### config.mk
export PLATFORM = sky130hd
export DESIGN_NAME = controlador_imediato
export DESIGN_NICKNAME = d
export VERILOG_FILES = /design/src/rtl/controlador_imediato_pkg.sv /design/src/rtl/controlador_imediato_extensor.sv /design/src/rtl/controlador_imediato.sv
export SDC_FILE = /design/constraint.sdc
export NUM_CORES = 1
export LEC_CHECK = 0
export BUFFER_PORTS_ARGS = -buffer_cell sky130_fd_sc_hd__buf_2
export CAP_MARGIN = 20
export CORE_AREA = 2 2 80 82
export CTS_CLUSTER_DIAMETER = 80
export DETAILED_ROUTE_END_ITERATION = 7
export DIE_AREA = 0 0 82 84
export GPL_TIMING_DRIVEN = 0
export PLACE_DENSITY_LB_ADDON = 0.1
export SYNTH_ARGS = -nofsm -noshare
export SYNTH_HDL_FRONTEND = slang
export SYNTH_SLANG_ARGS = --single-unit
export TNS_END_PERCENT = 100
### constraint.sdc
create_clock -name clock -period 4.4 [get_ports clock]
set_clock_uncertainty 0.05 [all_clocks]
set_input_delay 1.1 -clock clock [delete_from_list [all_inputs] [get_ports clock]]
set_output_delay 1.1 -clock clock [all_outputs]
set_load 0.02 [all_outputs]
### src/rtl/controlador_imediato_pkg.sv
// Shared definitions for the immediate controller: FSM state codes, instruction
// classes and the opcode boundaries that separate them.
package controlador_imediato_pkg;

   localparam logic [1:0] OCIOSO     = 2'd0;
   localparam logic [1:0] DECODIFICA = 2'd1;
   localparam logic [1:0] ESTENDE    = 2'd2;
   localparam logic [1:0] ENTREGA    = 2'd3;

   typedef enum logic [1:0] {
      CLASSE_R      = 2'd0,
      CLASSE_I      = 2'd1,
      CLASSE_J      = 2'd2,
      CLASSE_ILEGAL = 2'd3
   } classe_t;

   localparam logic [5:0] LIMITE_I      = 6'h10;
   localparam logic [5:0] LIMITE_J      = 6'h20;
   localparam logic [5:0] LIMITE_ILEGAL = 6'h30;

   // Opcode ranges are contiguous blocks of 16, so three compares suffice.
   function automatic classe_t classifica(input logic [5:0] opcode);
      if (opcode < LIMITE_I)
         return CLASSE_R;
      else if (opcode < LIMITE_J)
         return CLASSE_I;
      else if (opcode < LIMITE_ILEGAL)
         return CLASSE_J;
      else
         return CLASSE_ILEGAL;
   endfunction

endpackage

### src/rtl/controlador_imediato_extensor.sv
// Zero-extends either the 14-bit (I) or the 23-bit (J) immediate field to 32 bits.
module ExtensorDeBits (
   input  logic        controle,
   input  logic [13:0] tamanho14,
   input  logic [22:0] tamanho23,
   output logic [31:0] saida
);

   assign saida = controle ? {9'b0, tamanho23} : {18'b0, tamanho14};

endmodule

### src/rtl/controlador_imediato.sv
// Four-state instruction immediate decoder with a valid/ready handshake on both
// sides and a free-running count of delivered results.
module controlador_imediato
   import controlador_imediato_pkg::*;
(
   input  logic        clock,
   input  logic        reset,
   input  logic        in_valid,
   output logic        in_ready,
   input  logic [31:0] instr,
   output logic        out_valid,
   input  logic        out_ready,
   output logic [31:0] imm,
   output logic [1:0]  tipo,
   output logic [4:0]  rd,
   output logic        ilegal,
   output logic [15:0] contagem
);

   logic [1:0]  estado;
   logic [31:0] instr_reg;
   logic        seletor;
   logic [31:0] estendido;

   assign seletor = (tipo == CLASSE_J);

   ExtensorDeBits extensor (
      .controle  (seletor),
      .tamanho14 (instr_reg[13:0]),
      .tamanho23 (instr_reg[22:0]),
      .saida     (estendido)
   );

   // in_ready and out_valid are kept as their own flops so every port comes
   // straight from a register; they always track the state they belong to.
   always_ff @(posedge clock) begin
      if (reset) begin
         estado    <= OCIOSO;
         in_ready  <= 1'b1;
         out_valid <= 1'b0;
         instr_reg <= '0;
         imm       <= '0;
         tipo      <= '0;
         rd        <= '0;
         ilegal    <= 1'b0;
         contagem  <= '0;
      end else begin
         case (estado)
            OCIOSO: begin
               if (in_valid) begin
                  instr_reg <= instr;
                  rd        <= instr[25:21];
                  in_ready  <= 1'b0;
                  estado    <= DECODIFICA;
               end
            end
            DECODIFICA: begin
               tipo   <= classifica(instr_reg[31:26]);
               rd     <= instr_reg[25:21];
               estado <= ESTENDE;
            end
            ESTENDE: begin
               if (tipo == CLASSE_I || tipo == CLASSE_J)
                  imm <= estendido;
               else
                  imm <= '0;
               ilegal    <= (tipo == CLASSE_ILEGAL);
               out_valid <= 1'b1;
               estado    <= ENTREGA;
            end
            ENTREGA: begin
               if (out_ready) begin
                  out_valid <= 1'b0;
                  in_ready  <= 1'b1;
                  contagem  <= contagem + 16'd1;
                  estado    <= OCIOSO;
               end
            end
            default: begin
               estado    <= OCIOSO;
               in_ready  <= 1'b1;
               out_valid <= 1'b0;
            end
         endcase
      end
   end

endmodule

[Word-level counts from Yosys, hierarchy flattened]
Cells that the tools add are included.
Word-level totals
  bits in writable memories: 0
  logic and storage cells: 47
  register bits after elaboration: 92
  output and inout port bits: 58
  bits in read-only memories: 0
  latch bits: 0
  input bits: 36
  memories: 0
Operators by class
  shift operators: 0
  divide/modulo/power cells: 0
  bitwise gates (word level): 0
  equal/unequal tests: 8
  order comparisons: 3
  multipliers: 0
  add/sub/neg operators: 1
  reductions and logical operators: 11
  muxes and demuxes: 15
Operators with widths (number)
  32-bit two-way mux: 1
  23-bit two-way mux: 1
  16-bit by 1-bit adder with 16-bit output, second input constant: 1
  6-bit less-than comparator, second input constant: 2
  5-bit case mux with 2 select lines: 1
  2-bit AND reduction: 5
  2-bit == test, second input constant: 4
  2-bit two-way mux: 4
  2-bit case mux with 4 select lines: 1
  6-bit by 5-bit less-than comparator with 1-bit output, second input constant: 1
  2-bit nonzero test: 3
  5-bit two-way mux: 1
  2-bit by 1-bit == test with 1-bit output, second input constant: 2
  1-bit two-way mux: 4
  2-bit inequality test, second input constant: 2
  1-bit case mux with 2 select lines: 2
  3-bit AND reduction: 1
  2-bit logical NOT: 1
  1-bit logical OR: 1

[Logic depth before layout (Yosys ltp)]
  depth after elaboration: 4
  gate-level depth with buffers: 7
  depth with buffers taken out: 6

[Cells and area by module]
A second synthesis with hierarchy kept.
Second synthesis, totals
  cell total of the unflattened synthesis: 443
  area total of the unflattened synthesis: 3756.1 um^2
By module, submodules not included
  controlador_imediato: instances 1, seq. area each 1761.7 um^2, area an instance 3450.8 um^2, cells an instance 408
  ExtensorDeBits: instances 1, seq. area each 0.0 um^2, area an instance 305.3 um^2, cells an instance 35

[Least setup slack after synthesis]
Ideal clock, no wire load.
  path kind: input port to flip-flop
  start: input port out_ready
  end: register contagem[11]
  cell stages on the path: 4
  setup time: 70 ps
  required time: 4280 ps
  path buffers: 0
  arrival: 2072 ps
  slack: 2208 ps
  cell sequence: nand2_2 or3_4 or4_1 a21oi_1
Between the ends
  word-level cells in the longest chain between the ends: 1
Ends and longest elaborated chain
  start: declaration: RTL line controlador_imediato.sv:12  | input logic out_ready,
  2-bit AND reduction (no source line)
  end signal: assignment: RTL line controlador_imediato.sv:75  | contagem <= contagem + 16'd1;
  end: declaration: RTL line controlador_imediato.sv:17  | output logic [15:0] contagem
No other way between the ends.
A chain may end at the register's enable or synchronous reset.

[Final worst setup path]
  start: input port in_valid
  end: register instr_reg[25]
Between the ends
  word-level cells in the longest chain between the ends: 1
Ends and longest elaborated chain
  start: declaration: RTL line controlador_imediato.sv:8  | input logic in_valid,
  2-bit AND reduction (no source line)
  end signal: assignment: RTL line controlador_imediato.sv:51  | instr_reg <= instr;
  end: declaration: RTL line controlador_imediato.sv:21  | logic [31:0] instr_reg;
No other way between the ends.

==> flow_metrics.env <==
export IMPL_run_status="completed"
export IMPL_clock_slew_at_the_register_clock_pins_of_the_worst_setup_and_hold_paths_ns=0.08
export IMPL_reg2reg_slack_ns=2.36
export IMPL_drt_pass1_iter_count=4
export IMPL_antennaDiodeCount=0
export IMPL_dp_cells=541
export IMPL_drive_gt1_share_pct=22.1
export IMPL_postRouteWirelength_mm=7.20
export IMPL_yosys_top_cells_area="sky130_fd_sc_hd__dfxtp_1, sky130_fd_sc_hd__a21oi_1, sky130_fd_sc_hd__nand2_1"
export IMPL_cellPowerDensity_nw_per_um2=515
export IMPL_reg2reg_depth=7
export IMPL_antenna_found_initial=0
export IMPL_worst_setup_path_class="input port to flop"
export IMPL_rows=29
export IMPL_worst_endpoint_arrival_ns=2.39
export IMPL_hp_class="flop to flop"
export IMPL_area_delta_synth_final_pct=23.8
export IMPL_number_of_buffers_created_by_cts=9
export IMPL_syn_cell_area_um2=3230
export IMPL_largest_register_ff_count=28
export IMPL_wire_per_inst_um=13.0
export IMPL_design_final_nets=518
export IMPL_cts_root_buf="sky130_fd_sc_hd__clkbuf_8"
export IMPL_critical_path_max_fanout=10
export IMPL_hold_path_end="instr_reg[5]"
export IMPL_period_needed_ns=2.17
export IMPL_die_width_um=82
export IMPL_slew_violations=0
export IMPL_ant_nets=0
export IMPL_post_dp_hpwl_mm=5.08
export IMPL_ff_to_ff_start="estado[0]"
export IMPL_setup_repair_after_global_routing_missed_its_margin="false"
export IMPL_cts_tree="yes"
export IMPL_required_time_reported_for_the_critical_path_endpoint_ns=4.62
export IMPL_overflow=0
export IMPL_fp_dieH_um=84
export IMPL_instances_no_fill=556
export IMPL_proportion_of_synthesized_flip_flops_having_asynchronous_set_or_reset_pct=0
export IMPL_setup_tns_final_ns=0
export IMPL_clkLatencyLatePin_ns=0.34
export IMPL_i_o_buffers=79
export IMPL_start_util_pct=52.9
export IMPL_placed_cell_area_um2=3750
export IMPL_drt_iter0_drc=158
export IMPL_cts_setup_buffers=0
export IMPL_core_region_area_um2=6100
export IMPL_timing_final_hold_violations=0
export IMPL_synth_top_cell_area_share_pct=49.0
export IMPL_start_kind="input port"
export IMPL_setup_viol=0
export IMPL_synthCells=377
export IMPL_power_ir_vdd_worst_mv=0.297
export IMPL_finalWeightedCongestion=0.838
export IMPL_area_of_the_die_um2=6890
export IMPL_largest_net_degree_at_the_start_of_global_routing=13
export IMPL_cts_hold_buffers_added=0
export IMPL_drv_cap=0
export IMPL_worstSetupEndpointType="flop"
export IMPL_synth_enable_flop_cells=0
export IMPL_synthesis_yosys_warnings=0
export IMPL_prevailing_post_synth_register_cell="sky130_fd_sc_hd__dfxtp_1"
export IMPL_maxClockFrequency_ghz=0.460
export IMPL_grt_first_pass_wirelength_mm=11.6
export IMPL_final_period_utilization_pct=49.4
export IMPL_number_of_buffers_on_the_longest_clock_path=2
export IMPL_regToRegEndpoint="instr_reg[25]"
export IMPL_hold_depth=2
export IMPL_total_leakage_power_nw=1.66
export IMPL_numClockSinks=79
export IMPL_slew_headroom_pct=55.3
export IMPL_design_area_um2=3990
export IMPL_routed_via_count=2827
export IMPL_postCtsResizedCells=0
export IMPL_worstMarginPinSlew_ns=0.667
export IMPL_synthesis_area_per_instance_um2=8.56
export IMPL_groute_usage_overall_pct=21.7
export IMPL_postSynthRegisterBits=79
export IMPL_num_ports=94
export IMPL_hold_path_startpoint="instr_reg[5]"
export IMPL_viasPerCell=5.08
export IMPL_grt_pass1_vias=2535
export IMPL_number_of_distinct_library_cells_after_synthesis=34
export IMPL_synth_sequential_area_ratio_pct=49.0
export IMPL_remaining_drc_errors=0
export IMPL_ctsHtreeMaxLevel=3
export IMPL_synth_area_leader="sky130_fd_sc_hd__dfxtp_1"
==> cell type report <==
type | count | area [µm²]
fillers | 550 | 2100
flip-flops and latches | 79 | 1580
multi-input cells | 269 | 1500
repair buffers | 79 | 395
clock buffers | 12 | 155
plain buffers | 32 | 155
well taps | 77 | 96.3
clock inverters | 3 | 90.1
inverters | 5 | 18.8
==> kinds of logic (layout without fill, tap and decap cells) <==
family / Yosys count / after routing / share of synthesized area, %
simple gates: 160 / 160 / 25.1
fa+ha+maj: 7 / 7 / 2.72
mux: 9 / 9 / 2.79
xor+xnor: 9 / 9 / 2.44
flops: 79 / 79 / 49.0
other cells: 1 / 9 / 0.116
compound gates: 75 / 75 / 12.4
buf+inv: 37 / 131 / 5.39
==> synth_stat cells, types with 6 or more instances <==
| cell | n |
|---|---|
| sky130_fd_sc_hd__nand2b_1 | 25 |
| sky130_fd_sc_hd__mux2i_1 | 9 |
| sky130_fd_sc_hd__dfxtp_1 | 79 |
| sky130_fd_sc_hd__a21oi_1 | 61 |
| sky130_fd_sc_hd__nand2_1 | 60 |
| sky130_fd_sc_hd__nor2_1 | 19 |
| sky130_fd_sc_hd__nand3b_1 | 14 |
| sky130_fd_sc_hd__clkbuf_1 | 19 |
| sky130_fd_sc_hd__ha_1 | 7 |
| sky130_fd_sc_hd__nand3_1 | 18 |
| sky130_fd_sc_hd__buf_4 | 9 |
| sky130_fd_sc_hd__xor2_1 | 6 |
==> through the flow <==
stage / hold WS, ns / util (%) / power (mW) / worst slack [ns]
2_1_floorplan: 0.386 / - / 1.26 / 2.21
3_3_place_gp: 0.392 / 61.5 / 1.40 / 1.88
3_5_place_dp: 0.397 / 61.5 / 1.42 / 1.85
4_1_cts: 0.408 / 65.5 / 2.07 / 2.21
5_1_grt: 0.426 / 65.5 / 2.18 / 2.04
6_report: 0.405 / 65.5 / 2.05 / 2.23
==> power by group <==
| group | switching (mW) | leakage (nW) | internal [mW] | total [mW] |
|---|---|---|---|---|
| sequential | 0.0546 | 0.642 | 0.807 | 0.862 |
| clock | 0.249 | 0.123 | 0.405 | 0.655 |
| combinational | 0.338 | 0.894 | 0.199 | 0.537 |
| total | 0.642 | 1.66 | 1.41 | 2.05 |
==> routing by layer <==
layer | global-route usage, % | part of all wire [%]
met1 | 29.3 | 46
met2 | 33.3 | 47
met3 | 4.22 | 5.4
met4 | 9.55 | 1.8
met5 | 0 | 0
==> cell usage in the layout (no fill, tap or decap), types with 3 or more instances in the layout <==
| master | instances |
|---|---|
| sky130_fd_sc_hd__buf_4 | 9 |
| sky130_fd_sc_hd__or3_1 | 3 |
| sky130_fd_sc_hd__nand4_1 | 4 |
| sky130_fd_sc_hd__nor3_1 | 5 |
| sky130_fd_sc_hd__inv_1 | 5 |
| sky130_fd_sc_hd__ha_1 | 7 |
| sky130_fd_sc_hd__clkbuf_8 | 11 |
| sky130_fd_sc_hd__xor2_1 | 6 |
| sky130_fd_sc_hd__dfxtp_1 | 79 |
| sky130_fd_sc_hd__a21oi_1 | 61 |
| sky130_fd_sc_hd__nand3b_1 | 14 |
| sky130_fd_sc_hd__nand2b_1 | 25 |
| sky130_fd_sc_hd__mux2i_1 | 9 |
| sky130_fd_sc_hd__nand3_1 | 18 |
| sky130_fd_sc_hd__nor2_1 | 19 |
| sky130_fd_sc_hd__conb_1 | 9 |
| sky130_fd_sc_hd__o21ai_0 | 3 |
| sky130_fd_sc_hd__buf_1 | 3 |
| sky130_fd_sc_hd__buf_2 | 80 |
| sky130_fd_sc_hd__o31ai_1 | 3 |
| sky130_fd_sc_hd__a211oi_1 | 5 |
| sky130_fd_sc_hd__xnor2_1 | 3 |
| sky130_fd_sc_hd__or4_1 | 3 |
| sky130_fd_sc_hd__nand2_1 | 60 |
| sky130_fd_sc_hd__clkbuf_1 | 20 |
| sky130_fd_sc_hd__bufinv_16 | 3 |
==> how the worst max path moves through the flow <==
stage                    from             to  slack [ns]  cells past startpoint
floorplan           out_ready   contagem[11]        2.21                      4
global placement     in_valid  instr_reg[25]        1.88                      6
detailed placement   in_valid  instr_reg[25]        1.85                      6
CTS                  in_valid  instr_reg[25]        2.21                      6
global route         in_valid  instr_reg[25]        2.04                      6
finish               in_valid  instr_reg[25]        2.23                      6
==> critical path, cell delays in order <==
cell	delay, ns
sky130_fd_sc_hd__buf_2	0.11
sky130_fd_sc_hd__nand2_1	0.10
sky130_fd_sc_hd__clkbuf_1	0.39
sky130_fd_sc_hd__buf_1	0.42
sky130_fd_sc_hd__nand2_1	0.11
sky130_fd_sc_hd__a21oi_1	0.16
Power figures use the tool's default switching activity.
